--- src/rtl/led_fx_engine.sv ---
// LED effect sequencer: rotate-left, rotate-right, ping-pong and pattern playback,
// stepping once every programmable number of clock cycles.
// Optional brightness PWM on the output is built when LED_FX_PWM_EN is defined.
module led_fx_engine #(
  parameter int unsigned WIDTH = 8,
  parameter int unsigned DEPTH = 8,
  parameter int unsigned CNT_W = 32
) (
  input  logic                     clk,
  input  logic                     reset,
  input  logic [WIDTH-1:0]         sw,
  input  logic [1:0]               mode,
  input  logic [CNT_W-1:0]         period,
  input  logic                     start,
  input  logic                     stop,
  input  logic                     pat_we,
  input  logic [$clog2(DEPTH)-1:0] pat_addr,
  input  logic [WIDTH-1:0]         pat_wd,
  input  logic [3:0]               duty,
  output logic [WIDTH-1:0]         leds,
  output logic                     busy,
  output logic                     step_tick
);

  localparam int unsigned ADDR_W = $clog2(DEPTH);

  typedef enum logic [1:0] {StIdle, StLoad, StRun} state_e;

  state_e             state_q, state_d;
  logic [1:0]         mode_q;
  logic [CNT_W-1:0]   period_q;
  logic [CNT_W-1:0]   cnt_q;
  logic [CNT_W-1:0]   eff_m1;
  logic [WIDTH-1:0]   frame_q;
  logic [WIDTH-1:0]   frame0;
  logic [WIDTH-1:0]   adv_frame;
  logic [WIDTH-1:0]   pp_up, pp_dn;
  logic [ADDR_W-1:0]  idx_q;
  logic [ADDR_W-1:0]  adv_idx;
  logic               dir_q;      // 1 = ping-pong moving towards the MSB
  logic               adv_dir;
  logic               cnt_hit;
  logic               load_en;
  logic               step_en;
  logic               step_tick_q;
  logic [WIDTH-1:0]   rd_next, rd_zero;
  logic [WIDTH-1:0]   mem_q [DEPTH];

  // Pattern memory write port; deliberately not reset.
  always_ff @(posedge clk) begin
    if (pat_we) mem_q[pat_addr] <= pat_wd;
  end

  assign adv_idx = idx_q + ADDR_W'(1);

  // Reads bypass a same-edge write so a slot rewritten on the step edge shows the new data.
  always_comb begin
    rd_next = mem_q[adv_idx];
    rd_zero = mem_q[0];
    if (pat_we && (pat_addr == adv_idx)) rd_next = pat_wd;
    if (pat_we && (pat_addr == '0))      rd_zero = pat_wd;
  end

  // A period of zero behaves as one.
  assign eff_m1  = (period_q == '0) ? '0 : period_q - CNT_W'(1);
  assign cnt_hit = (cnt_q == eff_m1);

  // First frame, selected from the live mode since it is latched on the same edge.
  always_comb begin
    frame0 = sw;
    unique case (mode)
      2'b00, 2'b01: frame0 = sw;
      2'b10:        frame0 = WIDTH'(1);
      2'b11:        frame0 = rd_zero;
      default:      frame0 = sw;
    endcase
  end

  assign pp_up = frame_q << 1;
  assign pp_dn = frame_q >> 1;

  // Next frame on a step, per latched mode.
  always_comb begin
    adv_frame = frame_q;
    adv_dir   = dir_q;
    unique case (mode_q)
      2'b00: adv_frame = {frame_q[WIDTH-2:0], frame_q[WIDTH-1]};
      2'b01: adv_frame = {frame_q[0], frame_q[WIDTH-1:1]};
      2'b10: begin
        // Flip direction as soon as the lit bit lands on an end, so no end frame repeats.
        if (dir_q) begin
          adv_frame = pp_up;
          if (pp_up[WIDTH-1]) adv_dir = 1'b0;
        end else begin
          adv_frame = pp_dn;
          if (pp_dn[0]) adv_dir = 1'b1;
        end
      end
      2'b11:   adv_frame = rd_next;
      default: adv_frame = frame_q;
    endcase
  end

  // Sequencer next-state and control strobes; stop always wins.
  always_comb begin
    state_d = state_q;
    load_en = 1'b0;
    step_en = 1'b0;
    unique case (state_q)
      StIdle: begin
        if (start && !stop) state_d = StLoad;
      end
      StLoad: begin
        load_en = 1'b1;
        state_d = stop ? StIdle : StRun;
      end
      StRun: begin
        if (stop)         state_d = StIdle;
        else if (cnt_hit) step_en = 1'b1;
      end
      default: state_d = StIdle;
    endcase
  end

  // State register, latched configuration, counter and frame register.
  always_ff @(posedge clk or negedge reset) begin
    if (!reset) begin
      state_q     <= StIdle;
      mode_q      <= 2'b00;
      period_q    <= '0;
      cnt_q       <= '0;
      frame_q     <= '0;
      idx_q       <= '0;
      dir_q       <= 1'b1;
      step_tick_q <= 1'b0;
    end else begin
      state_q     <= state_d;
      step_tick_q <= step_en;
      if (load_en) begin
        mode_q   <= mode;
        period_q <= period;
        cnt_q    <= '0;
        frame_q  <= frame0;
        idx_q    <= '0;
        dir_q    <= 1'b1;
      end else if ((state_q == StRun) && !stop) begin
        cnt_q <= cnt_hit ? '0 : cnt_q + CNT_W'(1);
        if (step_en) begin
          frame_q <= adv_frame;
          idx_q   <= adv_idx;
          dir_q   <= adv_dir;
        end
      end
    end
  end

  assign busy      = (state_q == StLoad) || (state_q == StRun);
  assign step_tick = step_tick_q;

`ifdef LED_FX_PWM_EN
  logic [3:0] pwm_q;

  // Free-running brightness counter.
  always_ff @(posedge clk or negedge reset) begin
    if (!reset) pwm_q <= 4'd0;
    else        pwm_q <= pwm_q + 4'd1;
  end

  assign leds = (duty == 4'hF) ? frame_q : (frame_q & {WIDTH{pwm_q < duty}});
`else
  logic unused_duty;
  assign unused_duty = ^duty;
  assign leds        = frame_q;
`endif

endmodule

--- config.mk ---
export PLATFORM = sky130hd
export DESIGN_NAME = led_fx_engine
export DESIGN_NICKNAME = d
export VERILOG_FILES = /design/src/rtl/led_fx_engine.sv
export SDC_FILE = /design/constraint.sdc
export NUM_CORES = 1
export LEC_CHECK = 0
export ABC_AREA = 1
export BUFFER_PORTS_ARGS = -buffer_cell sky130_fd_sc_hd__buf_4
export CORE_ASPECT_RATIO = 1.25
export CORE_MARGIN = 2
export CORE_UTILIZATION = 56
export CTS_BUF_LIST = sky130_fd_sc_hd__clkbuf_8
export DETAILED_ROUTE_END_ITERATION = 6
export HOLD_SLACK_MARGIN = 0.12
export PLACE_DENSITY = 0.9
export SLEW_MARGIN = 20
export SYNTH_ARGS = -nofsm -noshare
export SYNTH_HDL_FRONTEND = slang
export SYNTH_SLANG_ARGS = --single-unit
--- constraint.sdc ---
create_clock -name clk -period 2.5 [get_ports clk]
set_input_delay 0.5 -clock clk [delete_from_list [all_inputs] [get_ports clk]]
set_output_delay 0.5 -clock clk [all_outputs]
set_load 0.05 [all_outputs]
## After elaboration in Yosys (flattened, before gate mapping)

Memory sizes are Yosys's and may differ from the RTL's.
Index checks and enable logic that the tools add are counted.

- Add/subtract/negate cells: 3
- Equality and inequality tests: 12
- Mux-type cells: 32
- Reductions and logical operators: 18

Operators with widths:

| operator | number |
|---|---|
| two-way mux 32 bit | 4 |
| two-way mux 8 bit | 6 |
| adder 32 x 1 -> 32 bit, second input constant | 1 |
| equality test 32 bit | 1 |
| zero test 32 bit | 1 |
| case mux 8 bit (4 select lines) | 1 |
| subtractor 32 x 1 -> 32 bit, second input constant | 1 |
| case mux 8 bit (3 select lines) | 1 |
| two-way mux 1 bit | 13 |
| equality test 2 bit, second input constant | 5 |
| two-way mux 3 bit | 3 |
| equality test 2 x 1 -> 1 bit, second input constant | 3 |
| zero test 2 bit | 3 |
| two-way mux 2 bit | 3 |
| case mux 2 bit (3 select lines) | 1 |
| nonzero test 2 bit | 3 |
| logical AND 1 bit | 4 |
| inequality test 2 bit, second input constant | 2 |
| AND reduction 2 bit | 2 |
| adder 3 x 1 -> 3 bit, second input constant | 1 |
| equality test 3 bit | 1 |
| zero test 3 bit | 1 |
| AND reduction 3 bit | 1 |
| OR reduction 2 bit | 1 |
| other kinds (2) | 2 |

- Register bits: 81
- RAM bits: 64
- Logic and storage cells: 74
- Memories: 1

Memories:

| name | words | bits a word | rd ports | clocked after memory_dff | write ports | RTL line | RTL |
|---|---|---|---|---|---|---|---|
| mem_q | 8 | 8 | 2 | 0 | 1 | 47 | `logic [WIDTH-1:0] mem_q [DEPTH];` |

## Logic depth before layout (Yosys ltp)

- Word-level depth: 9
- Depth in mapped cells: 20

## Worst setup path after synthesis

No wires, ideal clock.

- Kind: flip-flop to flip-flop
- Start: register period_q[0]
- End: register cnt_q[10]
- Setup time: 0.132 ns
- Data arrival time: 2.220 ns
- Data required time: 2.368 ns
- Slack: 0.148 ns
- Cell stages (with the launch flop): 20
- Path buffers: 2
- Clock period less this slack: 2.352 ns
- Path through: dfrtp_1 > inv_1 > ha_1 > nand2_4 > nor2_8 > nand2_2 > inv_2 > nand2_4 > buf_6 > nand3_1 > nand2_1 > nor2_1 > nand2_1 > nor2_1 > nand2_1 > nor2_4 > nand3_1 > nand2_1 > buf_2 > o22ai_1

- Word-level cells in the longest chain between the ends: 6
- Elaborated cells between the ends (all ways): 7
- Classes of those cells: add/sub: 1; eq/ne: 1; mux: 4; reduce/logical: 1

RTL lines:

| item | RTL line | RTL |
|---|---|---|
| from (decl) | 31 | `logic [CNT_W-1:0] period_q;` |
| from (signal assigned) | 141 | `period_q <= period;` |
| subtractor 32 x 1 -> 32 bit / zero test 32 bit (equally long branches) | 65 | `assign eff_m1 = (period_q == '0) ? '0 : period_q - CNT_W'(1);` |
| two-way mux 32 bit * | 65 |  |
| equality test 32 bit * | 66 | `assign cnt_hit = (cnt_q == eff_m1);` |
| two-way mux 32 bit * | 147 | `cnt_q <= cnt_hit ? '0 : cnt_q + CNT_W'(1);` |
| two-way mux 32 bit * | 146 | `end else if ((state_q == StRun) && !stop) begin` |
| two-way mux 32 bit * | 139 | `if (load_en) begin` |
| to (signal assigned) | 147 |  |
| to (decl) | 32 | `logic [CNT_W-1:0] cnt_q;` |

Mark *: on every way between the ends. The rest lies on a longest branch, timed or not. The select of a mux whose other input is x is not followed.
A chain may end at the register's enable or synchronous reset.

## Worst setup path in the final report

- Start: register period_q[1]
- End: register cnt_q[5]

The elaborated chain is that of the path after synthesis.

==> impl_metrics.toml <==
[status]
status = "finished, violations left"
violations = "DRC, setup timing"

[floorplan]
core_area_mm2 = 0.01489
initial_utilization = 0.5708
std_cell_rows = 50
die_x_um = 114.2
die_h_um = 141.7
ios = 72
dieArea_mm2 = 0.01618

[power]
power_density_mw_per_mm2 = 982.4
vdd_ir_drop_max_uv = 634.6
p_leak_nw = 4.960

[synth]
synth_edf_count = 64
synthTopCellsByArea = "dfrtp_1, edfxtp_1, nand2_1"
synth_fp_nets = 1157
synthDistinctLibCells = 39
yosys.area.top_type_share = 0.2356
synth_seq_cells = 145
ys_warn_count = 0
async_flop_share = 0.5586
synth_cells = 1089
yosys.area.top_type = "dfrtp_1"
netlist_area_mm2 = 0.008498
synth_flop_cell = "dfrtp_1"
avgSynthCellArea_um2 = 7.804
yosysSeqAreaShare = 0.4648

[route]
drtAntennaViolNets = 0
drt_iter0_drc = 1293
vias = 9228
drc_errors = 17
dr.pass1.iters = 7
wl_per_cell_um = 20.23
viasPerCell = 6.278
totalWireLength_um = 29750

[timing]
finalMaxSlewViolations = 0
setup_viol_count_final = 45
post-route-period-util = 1.161
hold_slack_ps = 223.1
worst_pin_slew_ps = 566.5
max_slew_margin = 0.6223
max_freq_mhz = 344.6
fin_skew_ps = 13.16
rsz0062_at_grt = "true"
hold_viol_final = 0
finalCriticalPeriod_ps = 2902
setup_ws_ps = -402.1

[placed_design]
gp_congestion = 0.9584
dp_slack_ps = -184.9
hpwl_um = 18500
port_buffers = 67
placed_cells = 1409

[clock_tree]
clk_path_buf_depth = 2
cts_max_level = 4
clkSinkCount = 145
cts.clk_slew.worst_paths_ps = 90
cts_made_buffers = 17
cts-root-buf = "clkbuf_8"
cts_tree = "done"
clk_latency_ps = 480

[worst_setup_path]
worstSetupPathType = "flop to flop"
critPathMaxFanout = 8
cp.required_ps = 2840
slowest_delay_ps = 410
critical-path-slowest-cell = "dfrtp_1"
end_kind = "flop"
cp.arrival_ps = 3240
crit_chain = "buf_4, nor2_4, nand2_4, nor2_4, nand2_4, nand2_1, nand2_2, nor2_2, nor2_1, nor2_1, nand2_1, nor2_1, nand2_1, nor2_4, nand3_4, nand2_4, buf_6, buf_12, o22ai_1"
start_kind = "flop"

[job]
maxCapViolCount = 0

[global_routing]
grt_pass1_vias = 8894
antenna_found_initial = 0
grt.total_usage = 0.3558
use_met3 = 0.07433
grt_first_pass_wirelength_um = 44310
use_met1 = 0.3745
grt_max_degree = 61
grt_busiest_layer = "met2"
use_met2 = 0.6106
grt_overflow = 0

[final_layout]
final_common_cell = "nand2_1"
instances_no_fill = 1470
insertedDiodeCount = 0
fillers = 943
final_nets = 1343
syn_to_final_growth_pct = 31.65
final_cell_mix = "nand2_1, buf_4, nor2_1"
drive_gt1_frac = 0.2787
final_util = 0.7514

[worst_hold_path]
hold_class = "input port to flop"
==> per-layer routing <==
metal | wire, µm | vias up | part of all wire
li1 | - | 4049 | -
met1 | 10010 | 4272 | 0.34
met2 | 14330 | 669 | 0.48
met3 | 2588 | 238 | 0.087
met4 | 2817 | 0 | 0.095
met5 | 0 | - | 0
==> path summary, 6_finish.rpt <==
| path | start | endpoint | slack [ps] | depth (start not counted) |
|---|---|---|---|---|
| worst max-delay path | period_q[1]$_DFFE_PN0P_ | cnt_q[5]$_DFFE_PN0P_ | -400 | 19 |
| worst min-delay path | period[7] | period_q[7]$_DFFE_PN0P_ | 220 | 3 |
| worst max register to register | period_q[1]$_DFFE_PN0P_ | cnt_q[5]$_DFFE_PN0P_ | -400 | 19 |
| worst min register to register | idx_q[1]$_DFFE_PN0P_ | idx_q[1]$_DFFE_PN0P_ | 520 | 2 |
| max in group asynchronous | reset | dir_q$_DFFE_PN1P_ | 1280 | 3 |
| min in group asynchronous | reset | period_q[26]$_DFFE_PN0P_ | 540 | 2 |
==> power by group <==
part           total (W)  switching [W]  internal (W)
registers        0.00338       0.000483       0.00290
clock network    0.00178       0.000992      0.000793
logic            0.00582        0.00363       0.00219
total             0.0110        0.00510       0.00589
==> stage by stage <==
stage | total power [W] | instance area [µm²] | setup TNS [ps]
after floorplan | 0.006042 | 8498 | 0
after global placement | 0.007875 | 9918 | -3756
after detailed placement | 0.008022 | 9918 | -6249
after CTS | 0.01016 | 10830 | -1523
after global routing | 0.01146 | 11190 | -21450
final | 0.01099 | 11190 | -15870
==> sequential cells by signal, summed over array words and instances (netlist names) <==
| register | cells |
|---|---|
| period_q | 32 |
| leds | 8 |
| cnt_q | 32 |
| state_q | 2 |
| dir_q | 1 |
| idx_q | 3 |
| mode_q | 2 |
| step_tick | 1 |
| mem_q | 64 |
==> synthesized netlist by cell type (all sizes together), types with 6 or more instances <==
cell type and n:
nand2 300, nor2 140, inv 101, o21ai 98, dfrtp 80, nand3 70
edfxtp 64, a21oi 39, nand4 33, o22ai 33, xor2 32, clkbuf 21
buf 14, nor4 13, nor3 9, a22o 7, clkinv 7, ha 6
==> kinds of logic (layout without fill, tap and decap cells) <==
kind of cell	Yosys count	after routing	synth area share
xor+xnor	34	34	0.03504
flops	145	145	0.4648
buf+inv	143	342	0.06787
fa+ha+maj	6	6	0.008834
simple gates	566	566	0.2934
compound gates	195	195	0.1300
==> cell type report <==
class                   count  area (µm²)  share of cell area
multi-input cells         801        4442              0.3970
flip-flops and latches    145        3958              0.3537
repair buffers            202        1777              0.1588
inverters                 108       415.4             0.03713
clock buffers              17       234.0             0.02091
well taps                 182       227.7             0.02035
clock inverters            15       135.1             0.01208
==> worst max-delay path, delay by kind of cell (launching register included) <==
family,cells,cell delay (ps)
AND/OR/NAND/NOR,15,1850
flip-flops,1,410
buffers and inverters,3,430
AO/OA/AOI/OAI,1,70
==> timing repair <==
item	4_1_cts	5_1_grt
hold buffers	1	0
setup endpoints to repair	44	45
gates resized for setup	83	58
pin swaps	30	44
cloned	4	2
hold endpoints to repair	38	0
buffers inserted	9	13
Note: power is estimated with default switching activity, not from simulation.
